--- src/rtl/dmi_arbiter.sv ---
// Round-robin N-master to 1-slave arbiter for the DMI valid/ready channel.
// The granted request is registered toward the slave; an optional timeout forces completion.
module dmi_arbiter #(
  parameter int          N_MASTERS   = 2,
  parameter int          ADDR_W      = 7,
  parameter int          DATA_W      = 32,
  parameter int          TIMEOUT_CYC = 0,
  parameter logic [31:0] ERR_DATA    = 32'hDEAD_BEEF,
  localparam int         GW          = (N_MASTERS > 1) ? $clog2(N_MASTERS) : 1
) (
  input  logic                        clk,
  input  logic                        rst_n,
  input  logic [N_MASTERS-1:0]        m_valid,
  output logic [N_MASTERS-1:0]        m_ready,
  input  logic [N_MASTERS-1:0]        m_write_en,
  input  logic [N_MASTERS*ADDR_W-1:0] m_addr,
  input  logic [N_MASTERS*DATA_W-1:0] m_wdata,
  output logic [DATA_W-1:0]           m_rdata,
  output logic                        s_valid,
  input  logic                        s_ready,
  output logic                        s_write_en,
  output logic [ADDR_W-1:0]           s_addr,
  output logic [DATA_W-1:0]           s_wdata,
  input  logic [DATA_W-1:0]           s_rdata,
  output logic [GW-1:0]               grant_id,
  output logic                        timeout_err
);

  localparam int PW = 1 << GW;
  localparam int CW = (TIMEOUT_CYC > 0) ? $clog2(TIMEOUT_CYC + 1) : 1;
  localparam logic [DATA_W-1:0] ERR_RDATA = DATA_W'(ERR_DATA);

  typedef enum logic {IDLE, BUSY} state_t;

  state_t              state_reg;
  logic                s_valid_reg;
  logic                s_write_en_reg;
  logic [ADDR_W-1:0]   s_addr_reg;
  logic [DATA_W-1:0]   s_wdata_reg;
  logic [GW-1:0]       grant_id_reg;
  logic [GW-1:0]       last_grant_reg;

  logic [PW-1:0]       valid_pad;
  logic [PW-1:0]       we_pad;
  logic [ADDR_W-1:0]   addr_arr  [PW];
  logic [DATA_W-1:0]   wdata_arr [PW];

  logic                pick_found;
  logic [GW-1:0]       pick_idx;
  logic                busy;
  logic                done_ok;
  logic                done_to;

  // Unpack the master buses into power-of-two sized tables so any grant index is in range.
  genvar gi;
  generate
    for (gi = 0; gi < PW; gi++) begin : g_unpack
      if (gi < N_MASTERS) begin : g_real
        assign valid_pad[gi] = m_valid[gi];
        assign we_pad[gi]    = m_write_en[gi];
        assign addr_arr[gi]  = m_addr[gi*ADDR_W +: ADDR_W];
        assign wdata_arr[gi] = m_wdata[gi*DATA_W +: DATA_W];
      end else begin : g_pad
        assign valid_pad[gi] = 1'b0;
        assign we_pad[gi]    = 1'b0;
        assign addr_arr[gi]  = '0;
        assign wdata_arr[gi] = '0;
      end
    end
  endgenerate

  // Search from last_grant+1 upward with wrap; the previous owner is considered last.
  always_comb begin
    logic [GW:0] cand;
    pick_found = 1'b0;
    pick_idx   = last_grant_reg;
    cand       = '0;
    for (int k = 1; k <= N_MASTERS; k++) begin
      cand = {1'b0, last_grant_reg} + (GW+1)'(k);
      if (cand >= (GW+1)'(N_MASTERS)) begin
        cand = cand - (GW+1)'(N_MASTERS);
      end
      if (!pick_found && valid_pad[cand[GW-1:0]]) begin
        pick_found = 1'b1;
        pick_idx   = cand[GW-1:0];
      end
    end
  end

  assign busy    = (state_reg == BUSY);
  assign done_ok = busy && s_ready;

  generate
    if (TIMEOUT_CYC > 0) begin : g_timeout
      logic [CW-1:0] cnt_reg;

      // A slave completion in the expiry cycle takes priority over the timeout.
      assign done_to = busy && !s_ready && (cnt_reg == CW'(TIMEOUT_CYC - 1));

      always_ff @(posedge clk or negedge rst_n) begin
        if (!rst_n) begin
          cnt_reg <= '0;
        end else if (busy && !s_ready && !done_to) begin
          cnt_reg <= cnt_reg + CW'(1);
        end else begin
          cnt_reg <= '0;
        end
      end
    end else begin : g_no_timeout
      assign done_to = 1'b0;
    end
  endgenerate

  always_ff @(posedge clk or negedge rst_n) begin
    if (!rst_n) begin
      state_reg      <= IDLE;
      s_valid_reg    <= 1'b0;
      s_write_en_reg <= 1'b0;
      s_addr_reg     <= '0;
      s_wdata_reg    <= '0;
      grant_id_reg   <= '0;
      last_grant_reg <= GW'(N_MASTERS - 1);
    end else begin
      case (state_reg)
        IDLE: begin
          if (pick_found) begin
            state_reg      <= BUSY;
            s_valid_reg    <= 1'b1;
            s_write_en_reg <= we_pad[pick_idx];
            s_addr_reg     <= addr_arr[pick_idx];
            s_wdata_reg    <= wdata_arr[pick_idx];
            grant_id_reg   <= pick_idx;
            last_grant_reg <= pick_idx;
          end
        end
        BUSY: begin
          if (done_ok || done_to) begin
            state_reg   <= IDLE;
            s_valid_reg <= 1'b0;
          end
        end
        default: begin
          state_reg   <= IDLE;
          s_valid_reg <= 1'b0;
        end
      endcase
    end
  end

  generate
    for (gi = 0; gi < N_MASTERS; gi++) begin : g_ready
      assign m_ready[gi] = (done_ok || done_to) && (grant_id_reg == GW'(gi));
    end
  endgenerate

  assign m_rdata     = done_ok ? s_rdata : (done_to ? ERR_RDATA : '0);
  assign timeout_err = done_to;
  assign s_valid     = s_valid_reg;
  assign s_write_en  = s_write_en_reg;
  assign s_addr      = s_addr_reg;
  assign s_wdata     = s_wdata_reg;
  assign grant_id    = grant_id_reg;

  a_ready_onehot : assert property (@(posedge clk) disable iff (!rst_n) $onehot0(m_ready));
  a_timeout_busy : assert property (@(posedge clk) disable iff (!rst_n) timeout_err |-> (busy && !s_ready));

endmodule

--- config.mk ---
export PLATFORM = sky130hd
export DESIGN_NAME = dmi_arbiter
export DESIGN_NICKNAME = d
export VERILOG_FILES = /design/src/rtl/dmi_arbiter.sv
export SDC_FILE = /design/constraint.sdc
export NUM_CORES = 1
export LEC_CHECK = 0
export BUFFER_PORTS_ARGS = -buffer_cell sky130_fd_sc_hd__buf_2
export CELL_PAD_IN_SITES_DETAIL_PLACEMENT = 1
export CELL_PAD_IN_SITES_GLOBAL_PLACEMENT = 1
export CORE_ASPECT_RATIO = 1.4
export CORE_UTILIZATION = 26
export CTS_CLUSTER_DIAMETER = 100
export DETAILED_ROUTE_END_ITERATION = 12
export HOLD_SLACK_MARGIN = 0.12
export PLACE_DENSITY = 0.88
export SKIP_CTS_REPAIR_TIMING = 1
export SYNTH_ARGS = -nofsm -noshare
export SYNTH_HDL_FRONTEND = slang
export SYNTH_SLANG_ARGS = --single-unit
--- constraint.sdc ---
create_clock -name clk -period 1.5 [get_ports clk]
set_input_delay 0.45 -clock clk [delete_from_list [all_inputs] [get_ports clk]]
set_output_delay 0.45 -clock clk [all_outputs]
set_load 0.1 [all_outputs]
==> metrics.csv, run 1 <==
stage,metric,value,unit
drt,wirelength,10900,um
synth,yosysTopAreaCell,dfrtp_1,
worst_setup_path,cp-start-kind,flop,
worst_setup_path,crit_path_end_kind,output port,
placed_design,dp_hpwl,8100,um
worst_setup_path,cp_max_fo,17,
placed_design,globalplace.congestion,0.751,
synth,synth_area,2370,um2
drt,antenna_left,0,
floorplan,start_util,27.2,%
sta,fin_crit_sh,115,%
hold_path,hold_class,input port to async pin,
worst_setup_path,cp_slowest_stage_delay,0.44,ns
synth,synth_area_leaders,"dfrtp_1 45%, a31oi_1 11%, and3_1 8.7%",
cells_and_area,final_core_util,58.2,%
drt,drtPass1Iterations,4,
cells_and_area,largest_reg_flops,32,
worst_setup_path,worstPathRequired,1.05,ns
outcome,status,"finished, violations left",
sta,drv_slew,0,
grt,grt.total_usage,22.4,%
cells_and_area,fin_area,5070,um2
clock_tree,worst_skew_pair.late_latency,0.29,ns
synth,syn_inst,286,
sta,post-route-min-period,1.72,ns
placed_design,dpl_cell_area,4800,um2
synth,ys_seq_elements,44,
drt,drt-wirelength-per-cell,18.8,um
clock_tree,h-tree-depth,2,
floorplan,io_pins,194,
drt,vias_per_cell,5.18,
synth,synth.avg_cell_area,8.29,um2
drt,num_vias,2995,
synth,synth_nets,403,
cells_and_area,drive_gt1_share,54.8,%
synth,synth_cell_types,21,
grt,grt_overflow,0,
floorplan,num_rows,40,
drt,drc,0,
clock_tree,cts_buffers,5,
placed_design,placed_cells,566,
sta,finalClockSkew,0.00462,ns
worst_setup_path,cp.arrival,1.27,ns
worst_setup_path,crit_type,flop to output port,
power_and_ir_drop,ir_drop,1.82,mV
cells_and_area,regArea,1110,um2
worst_setup_path,crit_chain,clkbuf_16 -> and3_4 -> buf_12,
placed_design,port_buffers,192,
clock_tree,clock_sinks,44,
floorplan,fp.coreArea,8710,um2
outcome,violations,setup timing,
sta,max_freq,581,MHz
cells_and_area,nNetsFinal,589,
sta,setup_viol,34,
clock_tree,cts_tree,done,
synth,yosysWarningCount,0,
power_and_ir_drop,p_leak,2.30,nW
worst_setup_path,r2r_end,s_wdata[7],
cells_and_area,syn_to_final_growth,114,%
worst_setup_path,rr_worst_depth,5,
power_and_ir_drop,p_per_area,2750,nW/um2
cells_and_area,multiInputGateArea,1280,um2
synth,yosysTopAreaCellShare,45.4,%
sta,rsz0062_at_grt,yes,
cells_and_area,fill_cells,968,
clock_tree,clk_pin_slew_worst_paths,0.06,ns
sta,setup_slack,-0.220,ns
sta,hold_ws,0.152,ns
cells_and_area,final_cells,578,
grt,antenna_found_initial,0,
clock_tree,clockBufferDepth,2,
worst_setup_path,r2r-start,busy,
grt,grt_max_degree,49,
floorplan,fp.dieH,115,um
grt,grt_pass1_vias,3156,
cells_and_area,diodes,0,
worst_setup_path,slowest_stage,dfrtp_2,
synth,seq_area_frac_synth,46.5,%
drt,first_iter_violations,140,
sta,hold_viol,0,
run,drv_cap,0,
worst_setup_path,r2r_slack,0.08,ns
floorplan,dieArea,9510,um2
grt,grt_pass1_wl,15900,um
clock_tree,clock-root-buffer,clkbuf_16,
floorplan,die_w,82.7,um
-- cells in the mapped netlist (all sizes together) --
cell,count
and3,33
nand2b,2
o21a,1
inv,1
o21ai,40
buf,11
dfstp,1
dfrtp,43
a21oi,2
nor2,44
a21o,1
o21ba,1
and2b,2
nand2,1
a31oi,40
conb,1
clkbuf,22
nand3,40
-- cell type report --
cell class | count | share of cell area [%]
repair buffers | 212 | 47.0
multi-input cells | 208 | 25.2
flip-flops and latches | 44 | 21.8
well taps | 105 | 2.59
clock buffers | 6 | 2.54
clock inverters | 2 | 0.691
inverters | 1 | 0.0740
-- worst max path at each step --
| stage | slack, ns | startpoint | endpoint |
|---|---|---|---|
| 6_report | -0.22 | busy | m_rdata[13] |
| 5_1_grt | -0.26 | busy | m_rdata[9] |
| 4_1_cts | -0.28 | busy | m_ready[0] |
| 3_5_place_dp | -0.13 | s_ready | m_ready[0] |
| 3_3_place_gp | -0.09 | s_ready | m_ready[0] |
| 2_1_floorplan | -0.11 | grant_id | m_ready[0] |
-- worst max-delay path, delay by kind of cell, from the launching register on --
family	cells	cell delay (ns)
simple gates	1	0.19
flops	1	0.44
buf+inv	2	0.35
-- metal layers --
layer	wire length (um)	vias up	global-route usage, %
li1	-	1398	-
met1	3570	1431	20.5
met2	6080	145	43.8
met3	950	21	7.06
met4	263	0	8.62
met5	0	-	0
-- power breakdown --
group	leakage (nW)	switching [W]	total, W	internal [W]
Sequential	0.491	0.000709	0.00251	0.00180
Clock	0.0808	0.000473	0.00126	0.000784
Combinational	1.73	0.00664	0.0102	0.00355
-- logic make-up after synthesis --
group / count (synthesis) / synth area share [%]
simple gates: 122 / 25.4
compound gates: 85 / 20.5
flops: 44 / 46.5
buf+inv: 34 / 7.44
other cells: 1 / 0.158
-- placed cells by master (no fill, tap or decap), drive strengths merged --
| master | n |
|---|---|
| conb | 1 |
| clkinv | 1 |
| nand2 | 1 |
| inv | 1 |
| nand3 | 40 |
| clkbuf | 9 |
| dfrtp | 43 |
| dfstp | 1 |
| o21ba | 1 |
| a31oi | 40 |
| buf | 209 |
| bufinv | 1 |
| nand2b | 2 |
| and3 | 33 |
| o21ai | 40 |
| o21a | 1 |
| nor2 | 44 |
| and2b | 2 |
| a21oi | 2 |
| a21o | 1 |
-- per-stage QoR --
stage,setup WS (ns),power [W],setup TNS (ns)
2_1_floorplan,-0.107,0.00852,-0.108
3_3_place_gp,-0.0856,0.0123,-1.92
3_5_place_dp,-0.133,0.0126,-2.60
4_1_cts,-0.282,0.0139,-7.67
5_1_grt,-0.257,0.0144,-8.11
6_report,-0.220,0.0140,-6.74
Power figures use the tool's default switching activity.
==> run 2: changes to the inputs <==
--- a/config.mk
+++ b/config.mk
@@ -13,4 +13,5 @@
 export CTS_CLUSTER_DIAMETER = 100
 export DETAILED_ROUTE_END_ITERATION = 12
+export GPL_TIMING_DRIVEN = 0
 export HOLD_SLACK_MARGIN = 0.12
 export PLACE_DENSITY = 0.88
==> constraint.sdc (replaced) <==
create_clock -name clk -period 1.5 [get_ports clk]
set_input_delay 0.3 -clock clk [delete_from_list [all_inputs] [get_ports clk]]
set_output_delay 0.3 -clock clk [all_outputs]
set_load 0.1 [all_outputs]
==> run 2 against run 1 <==
Net effect:
- the run still ends with setup timing left
- cell count grew 3.6%
- hold slack improved by 0.053 ns
- count of clock-buffer cells in the layout is 2 higher
- sequential cell count unchanged
- register-to-register slack got worse by 0.17 ns
- wire length rose by 10%
- fmax up 6.0%
- critical path type is now input port to output port
- highest routed layer unchanged
==> metrics.csv, run 2 (synthesis gave the netlist of run 1 again) <==
stage,metric,value,unit,change
outcome,status,"finished, violations left",,
outcome,violations,setup timing,,
clock_tree,cts_tree,done,,
power_and_ir_drop,p_leak,2.22,nW,-3.5%
placed_design,dp_hpwl,7570,um,-6.6%
worst_setup_path,r2r_end,s_wdata[30],,
clock_tree,cts_buffers,5,,unchanged
worst_setup_path,worstPathRequired,1.20,ns,+0.15 ns
drt,wirelength,12000,um,+10%
sta,drv_slew,0,,unchanged
grt,grt_pass1_wl,14600,um,-7.7%
cells_and_area,final_cells,599,,+3.6%
grt,grt_max_degree,45,,-8.2%
sta,slew_headroom,30.0,%,
floorplan,io_pins,194,,unchanged
sta,setup_slack,-0.122,ns,+0.0979 ns
grt,grt.total_usage,20.7,%,-1.7 points
floorplan,fp.coreArea,8710,um2,unchanged
worst_setup_path,cp-start-kind,input port,,
run,drv_cap,0,,unchanged
sta,setup_viol,71,,+110%
drt,antenna_left,0,,unchanged
grt,grtUsageMet3,4.76,%,-2.3 points
hold_path,hold_class,input port to async pin,,
placed_design,placed_cells,583,,+3.0%
sta,post-route-min-period,1.62,ns,-0.0979 ns
floorplan,die_w,82.7,um,unchanged
sta,hold_viol,0,,unchanged
worst_setup_path,crit_type,input port to output port,,
cells_and_area,fin_area,4970,um2,-2.0%
placed_design,dpl_cell_area,3510,um2,-27%
drt,num_vias,3162,,+5.6%
clock_tree,clock-root-buffer,clkbuf_16,,
worst_setup_path,r2r_slack,-0.09,ns,-0.17 ns
worst_setup_path,cp.arrival,1.32,ns,+0.05 ns
cells_and_area,diodes,0,,unchanged
clock_tree,clockBufferDepth,2,,unchanged
cells_and_area,drive_gt1_share,64.4,%,+9.6 points
cells_and_area,syn_to_final_growth,109,%,
cells_and_area,largest_reg_flops,32,,unchanged
drt,drtPass1Iterations,4,,unchanged
floorplan,fp.dieH,115,um,unchanged
clock_tree,clk_pin_slew_worst_paths,0.06,ns,about the same
grt,met2_usage,39.8,%,-4.0 points
drt,drc,0,,unchanged
drt,drt-wirelength-per-cell,20.0,um,+6.6%
clock_tree,h-tree-depth,2,,unchanged
worst_setup_path,crit_path_end_kind,output port,,
power_and_ir_drop,ir_drop,1.44,mV,-21%
worst_setup_path,rr_worst_depth,7,,+2
sta,worst_slew_pin_slew,1.05,ns,
cells_and_area,layout_common_cells,"160 x buf_2, 41 x dfrtp_1, 40 x nand3_1, 40 x nor2_1, 38 x buf_12",,
grt,grt-busiest-layer,met2,,
sta,max_freq,616,MHz,+6.0%
grt,grt_pass1_vias,3145,,-0.35%
sta,hold_ws,0.205,ns,+0.0531 ns
sta,fin_crit_sh,108,%,-6.5 points
drt,first_iter_violations,93,,-34%
floorplan,dieArea,9510,um2,unchanged
placed_design,globalplace.congestion,0.736,,-2.1%
grt,grt_overflow,0,,unchanged
sta,rsz0062_at_grt,yes,,
drt,vias_per_cell,5.28,,+1.9%
floorplan,start_util,27.2,%,unchanged
floorplan,num_rows,40,,unchanged
cells_and_area,nNetsFinal,610,,+3.6%
worst_setup_path,cp_max_fo,10,,-7
clock_tree,worst_skew_pair.late_latency,0.29,ns,about the same
cells_and_area,final_core_util,57.0,%,-1.2 points
sta,fin_tns_setup,-5.14,ns,+1.60 ns
power_and_ir_drop,p_per_area,2560,nW/um2,-6.9%
placed_design,port_buffers,192,,unchanged
grt,grt_use_met1,20.6,%,+0.12 points
sta,finalClockSkew,0.00208,ns,-0.00255 ns
cells_and_area,final_common_cell,buf_2,,
worst_setup_path,r2r-start,busy,,
grt,antenna_found_initial,0,,unchanged
clock_tree,clock_sinks,44,,unchanged
## run 2: worst max path at each step
stage                     depth (start not counted)  slack (ns)  startpoint          end
after detailed placement                          4       -0.27     s_ready   m_rdata[5]
after global placement                            4       -0.24     s_ready   m_rdata[5]
after floorplan                                   1       -0.09    grant_id   m_ready[1]
final                                             4       -0.12     s_ready  m_rdata[10]
after global routing                              4       -0.18     s_ready  m_rdata[10]
after CTS                                         3       -0.57        busy   m_rdata[5]
## run 2: power by group
group	total, W	switching (W)	internal (W)
Clock	0.00112	0.000452	0.000665
Sequential	0.00218	0.000385	0.00180
Combinational	0.00943	0.00717	0.00226
Total	0.0127	0.00801	0.00472
## run 2: metrics by stage
step           power, W  setup WS [ns]
2_1_floorplan   0.00843        -0.0945
6_report         0.0127         -0.122
3_5_place_dp    0.00987         -0.271
3_3_place_gp    0.00974         -0.238
5_1_grt          0.0132         -0.184
4_1_cts          0.0110         -0.572
## run 2: critical path: stages
cell and delay, ns:
buf_2 0.19, clkbuf_1 0.36, and3_4 0.29, buf_12 0.17
## run 2: layout make-up
class / instances / area [um2]
Buffer: 33 / 307
Clock buffer: 8 / 146
Fill cell: 983 / 3740
Inverter: 1 / 3.75
Multi-Input combinational cell: 208 / 1640
Sequential cell: 44 / 1100
Tap cell: 105 / 131
Timing Repair Buffer: 200 / 1630
## run 2: per-layer routing
metal / vias to the layer above / share of wire [%]
met1: 1514 / 37
met4: 0 / 3.5
li1: 1447 / -
met2: 164 / 53
met3: 37 / 7.2
met5: - / 0
==> run 3: changes to the inputs <==
Settings changed: ABC_AREA set to 1, CORE_UTILIZATION 26 to 27, SLEW_MARGIN set to 10.
Clock period 1.5 ns to 1.6 ns, I/O delays scaled along.
==> run 3 against run 2 <==
Net effect:
- the flow still finishes with violations (setup timing)
- hold slack got worse by 0.0044 ns
- register-to-register slack improved by 0.19 ns
- critical path type is now flop to output port
- worst setup slack improved by 0.046 ns
- global-route usage fell by 0.79 points
- sequential share of layout area rose by 0.58 points
- clock skew rose by 0.0042 ns
- count of clock-buffer cells in the layout fell by 2
- critical endpoint is now m_rdata[11]
- sequential cell count did not move
==> metrics.csv, run 3 <==
stage,metric,value,unit,change
power_and_ir_drop,ir_drop,1.48,mV,+2.4%
synth,synth_area_leaders,"dfrtp_1 39%, nand3_1 14%, nand2_1 12%",,
cells_and_area,multiInputGateArea,1470,um2,-11%
sta,finalClockSkew,0.00631,ns,+0.00423 ns
drt,wirelength,12200,um,+1.8%
floorplan,fp.coreArea,9950,um2,+14%
synth,synthTopCellsByCount,"89 x nand2_1, 80 x nand3_1, 75 x inv_1",,
cells_and_area,final_common_cell,buf_2,,
floorplan,die_w,87.5,um,+5.8%
synth,synth_xor_area_share,0,%,unchanged
cells_and_area,regArea,1100,um2,unchanged
clock_tree,clock_sinks,44,,unchanged
synth,dominantRegCellSynth,dfrtp_1,,
synth,synth.avg_cell_area,6.96,um2,-16%
clock_tree,clk_pin_slew_worst_paths,0.07,ns,about the same
synth,syn_inst,397,,+39%
synth,seq_area_frac_synth,39.9,%,-6.6 points
synth,yosysTopAreaCell,dfrtp_1,,
grt,grt_overflow,0,,unchanged
sta,setup_slack,-0.0764,ns,+0.0457 ns
clock_tree,worst_skew_pair.late_latency,0.29,ns,about the same
floorplan,io_pins,194,,unchanged
synth,async_flop_share,100,%,unchanged
synth,synth_nets,514,,+28%
sta,post-route-min-period,1.68,ns,
drt,drc,0,,unchanged
floorplan,fp.dieH,122,um,+5.8%
cells_and_area,syn_to_final_growth,75.1,%,
hold_path,hold_class,input port to async pin,,
cells_and_area,diodes,0,,unchanged
drt,first_iter_violations,121,,+30%
sta,hold_ws,0.201,ns,-0.00441 ns
power_and_ir_drop,p_per_area,2450,nW/um2,-4.3%
synth,yosysWarningCount,0,,unchanged
sta,fin_crit_sh,105,%,
worst_setup_path,crit_type,flop to output port,,
sta,rsz0062_at_grt,yes,,
worst_setup_path,cp_max_fo,10,,unchanged
floorplan,dieArea,10700,um2,+12%
sta,hold_viol,0,,unchanged
synth,muxShareOfSynthArea,0,%,unchanged
clock_tree,clock-root-buffer,clkbuf_16,,
placed_design,dp_hpwl,8400,um,+11%
floorplan,start_util,27.8,%,+0.54 points
synth,synth_cell_types,16,,-24%
worst_setup_path,rr_worst_depth,6,,-1
worst_setup_path,cp.arrival,1.36,ns,+0.04 ns
cells_and_area,drive_gt1_share,44.6,%,-20 points
outcome,violations,setup timing,,
outcome,status,"finished, violations left",,
worst_setup_path,crit_path_end_kind,output port,,
cells_and_area,layout_common_cells,"170 x buf_2, 88 x nand2_1, 80 x nand3_1, 75 x inv_1, 41 x dfrtp_1",,
cells_and_area,nNetsFinal,715,,+17%
synth,synth_edf_count,0,,unchanged
grt,antenna_found_initial,0,,unchanged
clock_tree,clockBufferDepth,2,,unchanged
clock_tree,cts_tree,done,,
grt,grt_max_degree,45,,unchanged
run,drv_cap,0,,unchanged
worst_setup_path,worstPathRequired,1.28,ns,+0.08 ns
grt,grt_pass1_vias,3526,,+12%
placed_design,dpl_cell_area,4170,um2,+19%
drt,num_vias,3425,,+8.3%
synth,ys_seq_elements,44,,unchanged
sta,slew_headroom,31.8,%,+1.9 points
sta,drv_slew,0,,unchanged
synth,synth_simple_gate_area_share,42.1,%,+17 points
worst_setup_path,cp-start-kind,flop,,
cells_and_area,fin_area,4840,um2,-2.5%
synth,synth_compound_area_share,1.22,%,-19 points
synth,synth_top_family_by_area,simple AND/OR/NAND/NOR gates,,
drt,drtPass1Iterations,4,,unchanged
cells_and_area,largest_reg_flops,32,,unchanged
placed_design,globalplace.congestion,0.765,,+4.1%
grt,grt_pass1_wl,16500,um,+13%
drt,vias_per_cell,4.67,,-12%
clock_tree,cts_buffers,5,,unchanged
sta,setup_viol,33,,-54%
clock_tree,h-tree-depth,2,,unchanged
power_and_ir_drop,p_leak,2.70,nW,+22%
synth,synth.most_common_cell,nand2_1,,
drt,antenna_left,0,,unchanged
floorplan,num_rows,43,,+7.5%
synth,synth_fa_ha_area_share,0,%,unchanged
drt,drt-wirelength-per-cell,16.6,um,-17%
sta,max_freq,597,MHz,
sta,worst_slew_pin_slew,1.02,ns,-0.0279 ns
cells_and_area,fill_cells,1248,,+27%
synth,synth_area,2760,um2,+17%
grt,grt.total_usage,19.9,%,-0.79 points
synth,yosysTopAreaCellShare,38.9,%,-6.5 points
placed_design,port_buffers,192,,unchanged
-- run 3: path summary, 6_finish.rpt --
kind                           startpoint  slack (ns)     endpoint
max                                  busy       -0.08  m_rdata[11]
min                                 rst_n        0.20  s_wdata[29]
max reg2reg                last_grant_reg        0.10   s_write_en
min reg2reg                    s_wdata[1]        0.47   s_wdata[1]
max in group asynchronous           rst_n        0.69         busy
min in group clk              m_wdata[10]        0.33  s_wdata[10]
-- run 3: area by class of cell --
| cell class | instances | share of cell area (%) |
|---|---|---|
| multi-input cells | 248 | 30.4 |
| well taps | 135 | 3.49 |
| flip-flops and latches | 44 | 22.8 |
| repair buffers | 194 | 29.7 |
| clock buffers | 6 | 2.87 |
| inverters | 77 | 5.97 |
| plain buffers | 28 | 4.50 |
| clock inverters | 2 | 0.284 |
-- run 3: critical path: stages, from the launching register on --
cell	delay (ns)
dfrtp_2	0.43
nand2_8	0.12
buf_12	0.19
nor2_4	0.14
buf_12	0.18
-- run 3: per-layer routing --
layer	wire, um	GRT usage (%)	vias up
met3	546	3.39	30
li1	-	-	1618
met4	442	7.79	0
met2	6870	38.0	126
met1	4360	21.1	1651
met5	0	0	-
-- run 3: cell families (layout without fill, tap and decap cells) --
| family | Yosys count | in the layout |
|---|---|---|
| other | 1 | 1 |
| buffers and inverters | 105 | 307 |
| flip-flops | 44 | 44 |
| AND/OR/NAND/NOR | 243 | 243 |
| AO/OA/AOI/OAI | 4 | 4 |
-- run 3: per-stage QoR --
| step | cells | utilization [%] | total power, W | worst slack, ns | TNS (ns) |
|---|---|---|---|---|---|
| after floorplan | 397 | - | 0.00869 | -0.0941 | -0.427 |
| after global placement | 724 | 41.9 | 0.0100 | -0.114 | -2.61 |
| after detailed placement | 724 | 41.9 | 0.0102 | -0.144 | -2.85 |
| after CTS | 732 | 43.4 | 0.0113 | -0.455 | -12.82 |
| after global routing | 734 | 48.6 | 0.0124 | -0.109 | -2.35 |
| final | 734 | 48.6 | 0.0119 | -0.0764 | -1.20 |
-- run 3: power by group --
group	total, W	switching, W	internal [W]
Clock	0.00108	0.000450	0.000625
Sequential	0.00200	0.000325	0.00168
Combinational	0.00880	0.00696	0.00184
Total	0.0119	0.00774	0.00414
